[src/rtl/ghash_sequencer.sv]
// ghash_sequencer: GHASH accumulate-and-multiply controller sitting in front of
// split_multiplier. Forms X = block ^ Z, streams X and the key H to the
// multiplier as flush + four key slices, captures the product back into Z,
// and emits Z as the tag after the last block of a message.
// Ports:
//   clk, rst                 clock, asynchronous active-high reset
//   h_i, h_valid_i           hash key and load strobe (IDLE only)
//   blk_i, blk_valid_i,
//   blk_last_i, blk_ready_o  input block handshake
//   mul_flush_o, mul_h*_o,
//   mul_a_o, mul_i           split_multiplier drive / product return
//   tag_o, tag_valid_o       GHASH tag and one-cycle update pulse
module ghash_sequencer #(
  parameter int unsigned DATA__WIDTH = 128,
  parameter int unsigned SPLIT_WIDTH = 32,
  parameter int unsigned MUL_LATENCY = 1
) (
  input  logic                   clk,
  input  logic                   rst,
  input  logic [DATA__WIDTH-1:0] h_i,
  input  logic                   h_valid_i,
  input  logic [DATA__WIDTH-1:0] blk_i,
  input  logic                   blk_valid_i,
  input  logic                   blk_last_i,
  output logic                   blk_ready_o,
  output logic                   mul_flush_o,
  output logic [SPLIT_WIDTH-1:0] mul_ha_o,
  output logic [SPLIT_WIDTH-1:0] mul_hb_o,
  output logic [SPLIT_WIDTH-1:0] mul_hc_o,
  output logic [SPLIT_WIDTH-1:0] mul_hd_o,
  output logic [DATA__WIDTH-1:0] mul_a_o,
  input  logic [DATA__WIDTH-1:0] mul_i,
  output logic [DATA__WIDTH-1:0] tag_o,
  output logic                   tag_valid_o
);

  localparam int unsigned WAIT_W = 3;

  typedef enum logic [2:0] {
    ST_IDLE, ST_FLUSH, ST_SA, ST_SB, ST_SC, ST_SD, ST_WAIT
  } state_e;

  state_e                   state_q, state_d;
  logic [DATA__WIDTH-1:0]   h_q, h_d;
  logic                     key_loaded_q, key_loaded_d;
  logic [DATA__WIDTH-1:0]   z_q, z_d;
  logic [DATA__WIDTH-1:0]   x_q, x_d;
  logic                     last_q, last_d;
  logic [WAIT_W-1:0]        wait_q, wait_d;
  logic                     rdy_q, rdy_d;
  logic                     flush_q, flush_d;
  logic [SPLIT_WIDTH-1:0]   ha_q, ha_d, hb_q, hb_d, hc_q, hc_d, hd_q, hd_d;
  logic [DATA__WIDTH-1:0]   a_q, a_d;
  logic [DATA__WIDTH-1:0]   tag_q, tag_d;
  logic                     tag_valid_q, tag_valid_d;
  logic                     blk_fire;

  // Ready is registered; a same-cycle key load masks it so a load never
  // coincides with an accepted block.
  assign blk_ready_o = rdy_q & ~h_valid_i;
  assign blk_fire    = blk_ready_o & blk_valid_i;

  // Next-state, datapath and registered-output computation.
  always_comb begin
    state_d      = state_q;
    h_d          = h_q;
    key_loaded_d = key_loaded_q;
    z_d          = z_q;
    x_d          = x_q;
    last_d       = last_q;
    wait_d       = wait_q;
    tag_d        = tag_q;
    tag_valid_d  = 1'b0;
    flush_d      = 1'b0;
    ha_d         = '0;
    hb_d         = '0;
    hc_d         = '0;
    hd_d         = '0;
    a_d          = '0;

    case (state_q)
      ST_IDLE: begin
        if (h_valid_i) begin
          h_d          = h_i;
          key_loaded_d = 1'b1;
        end else if (blk_fire) begin
          x_d     = blk_i ^ z_q;
          last_d  = blk_last_i;
          state_d = ST_FLUSH;
        end
      end
      ST_FLUSH: state_d = ST_SA;
      ST_SA:    state_d = ST_SB;
      ST_SB:    state_d = ST_SC;
      ST_SC:    state_d = ST_SD;
      ST_SD: begin
        state_d = ST_WAIT;
        wait_d  = WAIT_W'(MUL_LATENCY - 1);
      end
      ST_WAIT: begin
        if (wait_q == '0) begin
          state_d = ST_IDLE;
          if (last_q) begin
            tag_d       = mul_i;
            tag_valid_d = 1'b1;
            z_d         = '0;
          end else begin
            z_d = mul_i;
          end
        end else begin
          wait_d = wait_q - WAIT_W'(1);
        end
      end
      default: state_d = ST_IDLE;
    endcase

    // Outputs are registered, so they are decoded from the state being entered.
    rdy_d   = (state_d == ST_IDLE) & key_loaded_d;
    flush_d = (state_d == ST_FLUSH);
    if (state_d == ST_SA) begin
      a_d  = x_q;
      ha_d = h_q[DATA__WIDTH-1 -: SPLIT_WIDTH];
    end
    if (state_d == ST_SB) hb_d = h_q[DATA__WIDTH-SPLIT_WIDTH-1 -: SPLIT_WIDTH];
    if (state_d == ST_SC) hc_d = h_q[2*SPLIT_WIDTH-1 -: SPLIT_WIDTH];
    if (state_d == ST_SD) hd_d = h_q[SPLIT_WIDTH-1:0];
  end

  // State and output registers.
  always_ff @(posedge clk or posedge rst) begin
    if (rst) begin
      state_q      <= ST_IDLE;
      h_q          <= '0;
      key_loaded_q <= 1'b0;
      z_q          <= '0;
      x_q          <= '0;
      last_q       <= 1'b0;
      wait_q       <= '0;
      rdy_q        <= 1'b0;
      flush_q      <= 1'b0;
      ha_q         <= '0;
      hb_q         <= '0;
      hc_q         <= '0;
      hd_q         <= '0;
      a_q          <= '0;
      tag_q        <= '0;
      tag_valid_q  <= 1'b0;
    end else begin
      state_q      <= state_d;
      h_q          <= h_d;
      key_loaded_q <= key_loaded_d;
      z_q          <= z_d;
      x_q          <= x_d;
      last_q       <= last_d;
      wait_q       <= wait_d;
      rdy_q        <= rdy_d;
      flush_q      <= flush_d;
      ha_q         <= ha_d;
      hb_q         <= hb_d;
      hc_q         <= hc_d;
      hd_q         <= hd_d;
      a_q          <= a_d;
      tag_q        <= tag_d;
      tag_valid_q  <= tag_valid_d;
    end
  end

  assign mul_flush_o = flush_q;
  assign mul_ha_o    = ha_q;
  assign mul_hb_o    = hb_q;
  assign mul_hc_o    = hc_q;
  assign mul_hd_o    = hd_q;
  assign mul_a_o     = a_q;
  assign tag_o       = tag_q;
  assign tag_valid_o = tag_valid_q;

endmodule
[config.mk]
export PLATFORM = sky130hd
export DESIGN_NAME = ghash_sequencer
export DESIGN_NICKNAME = d
export VERILOG_FILES = /design/src/rtl/ghash_sequencer.sv
export SDC_FILE = /design/constraint.sdc
export NUM_CORES = 1
export LEC_CHECK = 0
export CAP_MARGIN = 20
export CORE_AREA = 4 4 299 301
export DETAILED_ROUTE_END_ITERATION = 6
export DIE_AREA = 0 0 303 305
export SLEW_MARGIN = 15
export SYNTH_ARGS = -nofsm -noshare
export SYNTH_HDL_FRONTEND = slang
export SYNTH_SLANG_ARGS = --single-unit
[constraint.sdc]
create_clock -name clk -period 41.1 [get_ports clk]
set_clock_uncertainty 0.2 [all_clocks]
set_input_delay 12.33 -clock clk [delete_from_list [all_inputs] [get_ports clk]]
set_output_delay 12.33 -clock clk [all_outputs]
set_load 0.03 [all_outputs]
* After elaboration in Yosys (flattened, before gate mapping)
Cells that the tools add are included.
** Storage, ports and cells
- Output and inout port bits :: 387
- Register bits after elaboration :: 779
- Logic and storage cells :: 60
- Bits of input ports :: 389
** Operators by class
- Reduce and logical (&&, ||, !) cells :: 9
- $add $sub $neg :: 1
- Bitwise gates (word level) :: 5
- Eq/ne operators :: 12
- Muxes and demuxes :: 17
** Operators by type and width (count)
- 128-bit 2-to-1 mux :: 2
- 32-bit 2-to-1 mux :: 4
- 128-bit XOR :: 1
- 3-bit case mux with 7 select lines :: 1
- 3-bit == test (second input constant) :: 5
- 3-bit by 2-bit == test with 1-bit output (second input constant) :: 4
- 3-bit 2-to-1 mux :: 4
- 3-bit logical NOT :: 3
- 3-bit by 1-bit == test with 1-bit output (second input constant) :: 2
- 3-bit case mux with 2 select lines :: 1
- 2-bit AND reduction :: 3
- 3-bit AND reduction :: 2
- 1-bit 2-to-1 mux :: 5
- 1-bit bitwise AND :: 3
- 3-bit by 1-bit subtractor with 3-bit output (second input constant) :: 1
- 2-bit != test (second input constant) :: 1
- 2-bit nonzero test :: 1
- 1-bit NOT :: 1

* Depth between registers and ports, before layout
- Depth in word-level cells :: 8
- Mapped depth :: 6
- Gate-level depth less buffers :: 5

* Least setup slack after synthesis
No wires, ideal clock.
- Path type :: input -> output
- Start point :: in h_valid_i
- End point :: out blk_ready_o
- Stages :: 1
- Arrival :: 12.782 ns
- Buffers on the path :: 0
- Data required time :: 28.570 ns
- Path slack :: 15.788 ns
- Cell sequence :: nor2b_1
** On the way
- Cells in the longest elaborated chain, start to end :: 2
** Ends and longest elaborated chain
- from (decl) :: line 21 : input logic h_valid_i,
- 1-bit NOT (no source line)
- 1-bit bitwise AND :: line 60 : assign blk_ready_o = rdy_q & ~h_valid_i;
- to (decl) :: line 25 : output logic blk_ready_o,
Every way passes these cells.

* Worst setup path in the final report
Ends and elaborated chain as after synthesis.

==> Implementation_results.wiki <==
{| class="wikitable"
! Metric !! Value
|-
| Final critical delay including setup and external delays || 26,240 ps
|-
| CP endpoint kind || primary output
|-
| Count of pins on the block boundary || 776
|-
| Average size of a mapped cell || around 15 µm²
|-
| RSZ-0062 raised after global routing || false
|-
| Critical R2R Capture || tag_o[127]
|-
| Internal || 0.002043 W
|-
| ANT nets after route || 0
|-
| Share of power burned in registers || between 40% and 50%
|-
| R2r setup slk || 37,310 ps
|-
| Post-CTS clock slew at the launch and capture registers of the worst setup and hold paths || 60 ps
|-
| Yosys Warn Count || 0
|-
| Area of the die || 92,420 µm²
|-
| Setup TNS after final layout || 0 ps
|-
| CTS Hold Buffers Added || 0
|-
| Final number of setup-violating endpoints || 0
|-
| Share of the yosys chip area belonging to registers || 65.71%
|-
| Crit path from || h_valid_i
|-
| Critical path data arrival time || 13,710 ps
|-
| Ratio of cells with drive above 1 in the final layout || 17.04%
|-
| Total clock sinks || 779
|-
| Synthesized net count || 2,342
|-
| Crit-path most repeated cell || clkdlybuf4s50_1
|-
| Logic gate share of total power || 34.5%
|-
| Maximum Capacitance Violations || 0
|-
| Final routed wirelength across all metal layers || 82.26 mm
|-
| Clock Tree Root || clkbuf_16
|-
| Total routing usage reported by global routing || around 18%
|-
| Die X-Extent || 303 µm
|-
| Number of antenna violations at the first check in global routing || 24
|-
| Lkg Pwr || ~18 nW
|-
| Start of the worst register-to-register path || state_q[1]
|-
| CTS Buf Count || 85
|-
| Final count of pins violating max slew || 0
|-
| Port-buffer cells || slightly below 800
|-
| Reg2reg path depth || 4
|-
| Critical path startpoint category || input pin
|-
| List of cells traversed by the critical path || clkdlybuf4s50_1, nor2b_1, clkdlybuf4s50_1
|-
| Pin count of the biggest net entering global routing || 165
|-
| Synthesis-to-layout area growth || 39.79%
|-
| DR DRC count || 0
|-
| Delay of the slowest critical-path stage || 710 ps
|-
| Initial Utilization || 34.25%
|-
| Cell row count || 108
|-
| Post-Synthesis Cells || between 1,500 and 2,000
|-
| Period utilisation layout || between 60% and 70%
|-
| Flops & latches, synth || around 780
|-
| First-iteration detailed-routing DRC count || 805
|-
| Maximum root-to-sink buffer count || 3
|-
| Total congestion overflow || 0
|-
| TritonCTS clock tree || yes
|-
| Maximum fanout along the worst path || 3
|-
| Maximum VDD drop || 0.04729 mV
|-
| Clock latency at the later pin of the worst-skew pair || 620 ps
|-
| Total standard cell area after synthesis || approximately 30,000 µm²
|-
| Core Region || 86,620 µm²
|-
| Wire length of the first global-routing pass || around 120 mm
|-
| Required time at the worst-slack endpoint || about 29,000 ps
|-
| HP Start || x_q[61]
|-
| Switching fraction of total power || 33.09%
|-
| Clock H-tree levels || 3
|-
| Routability-driven placement congestion ratio || 0.8051
|-
| Vias per Instance || 4.498
|-
| NumNets Final || 3,127
|-
| Detailed-placement wirelength estimate || 58.73 mm
|-
| Mean routed wirelength per cell || 20.69 µm
|-
| Hold Path Cell Cnt || 1
|-
| Final number of hold-violating endpoints || 0
|-
| Final standard cell area without fillers || 41,470 µm²
|-
| Power density relative to cell area || 73.62 nW/µm²
|-
| Drt first pass iters || 4
|-
| Run status || complete, no violations
|-
| Worst-case hold path end point || mul_a_o[61]
|-
| Cell with the biggest individual delay on the critical path || clkdlybuf4s50_1
|-
| Chip Height || 305 µm
|-
| Worst Hold Class || flip-flop to flip-flop
|-
| Share of power burned in the clock network || about a quarter
|-
| Vias post-DR || around 18,000
|-
| Maximum achievable frequency || around 0.038 GHz
|-
| Count of instances resized after the clock tree is built || 0
|-
| Worst slew slack as a fraction of its limit || between 30% and 40%
|-
| Placed cell areas || 38,520 µm²
|-
| Count of buffers added by post-CTS timing repair for setup || 0
|-
| Psw || 0.001010 W
|-
| Post-synthesis cell type count || 32
|-
| Actual transition at the worst max-transition pin || 1047 ps
|-
| Start-to-end type of the worst setup path || input pin to primary output
|-
| Number of global-route vias before repair || 19,740
|}
## synthesized netlist by cell type
library cell	n	share of area [%]
nor3b_1	1	0.025
dfrtp_1	779	66
nor4b_2	1	0.051
a31oi_1	1	0.021
and2_1	256	5.4
nand2_1	6	0.076
and3b_1	1	0.030
o31ai_1	3	0.076
mux2_1	200	7.6
a21o_1	1	0.025
nand4b_1	1	0.030
buf_6	11	0.42
a22o_1	2	0.059
nor3b_2	1	0.042
and4_1	1	0.030
ha_1	2	0.084
mux2_2	313	12
a2bb2oi_1	2	0.059
nor2b_1	133	2.8
xor2_1	128	3.8
buf_4	22	0.56
nor3_1	1	0.017
inv_1	5	0.063
nand3_1	3	0.051
or2_2	1	0.021
a21oi_1	1	0.017
buf_2	23	0.39
clkbuf_1	44	0.56
o21ai_0	2	0.034
and3_1	2	0.042
nor2_1	3	0.038
nand2b_1	1	0.021
## sequential cells by signal (all words and copies together), names as in the netlist
signal        cells
h_q             128
state_q           3
key_loaded_q      1
tag_valid_o       1
mul_ha_o         32
mul_hd_o         32
wait_q            3
tag_o           128
z_q             128
mul_hb_o         32
rdy_q             1
x_q             128
mul_a_o         128
mul_flush_o       1
last_q            1
mul_hc_o         32
## cell type report
cell class	instances	area, µm²
Sequential cell	779	19500
Clock inverter	34	451.7
Fill cell	7617	45150
Clock buffer	122	2419
Inverter	5	26.28
Multi-Input combinational cell	1067	9625
Timing Repair Buffer	798	7963
Tap cell	1155	1445
Antenna cell	16	40.04
## logic make-up (layout without fill, tap and decap cells)
family	count (synthesis)	after routing	synth area share (%)
buffers and inverters	105	959	1.982
muxes	513	513	19.47
DFF	779	779	65.71
xor gates and xnor gates	128	128	3.779
other	0	16	0
adders and majority gates	2	2	0.08434
AOI/OAI and AO/OA	12	12	0.2911
and+or+nand+nor	412	412	8.676
## layer usage
layer / share of wire, % / global-route usage, %
met3: 8.6 / 6.343
met5: 0.14 / 0
met2: 52 / 31.01
met1: 37 / 19.40
met4: 2.7 / 6.185
## cells in the final DEF (no fill, tap or decap), types with 3 or more instances in the layout
master,instances
clkbuf_16,87
and2_1,256
diode_2,16
dfrtp_1,778
clkbuf_1,24
bufinv_16,7
nand2_1,6
mux2_1,200
nor2b_1,133
clkdlybuf4s50_1,775
clkinv_2,15
clkinv_4,3
inv_1,4
xor2_1,128
mux2_2,313
buf_4,19
o31ai_1,3
clkinvlp_4,3
clkbuf_8,11
## critical path, delay by kind of cell
kind | cells | cell delay (ps)
buffers and inverters | 2 | 1180
and+or+nand+nor | 1 | 200
## power groups by stage
stage | Sequential, W | Clock [W] | Combinational [W]
3_3_place_gp | 0.00123 | 0 | 0.00105
5_1_grt | 0.00127 | 0.000832 | 0.00113
3_5_place_dp | 0.00124 | 0 | 0.00107
4_1_cts | 0.00123 | 0.000799 | 0.00107
2_1_floorplan | 0.00144 | 0 | 0.000436
6_report | 0.00123 | 0.000773 | 0.00105
## per-stage QoR
stage / cells / util [%] / power (W) / hold WS [ps] / worst slack, ps
2_1_floorplan: 1951 / - / 0.001873 / 245.5 / 6700
3_3_place_gp: 3802 / 44.47 / 0.002283 / 255.7 / 14830
3_5_place_dp: 3802 / 44.47 / 0.002315 / 257.5 / 14850
4_1_cts: 3958 / 47.79 / 0.003106 / 245.8 / 14840
5_1_grt: 3970 / 47.86 / 0.003229 / 263.6 / 14780
6_report: 3976 / 47.87 / 0.003053 / 240.7 / 14860
## worst max-delay path by stage
stage,end,slack (ps),cells after the start
detailed placement,blk_ready_o,14850,3
global route,blk_ready_o,14780,3
floorplan,h_q[0],6700,1
finish,blk_ready_o,14860,3
global placement,blk_ready_o,14830,3
CTS,blk_ready_o,14840,3
Note: power is estimated with default switching activity, not from simulation.
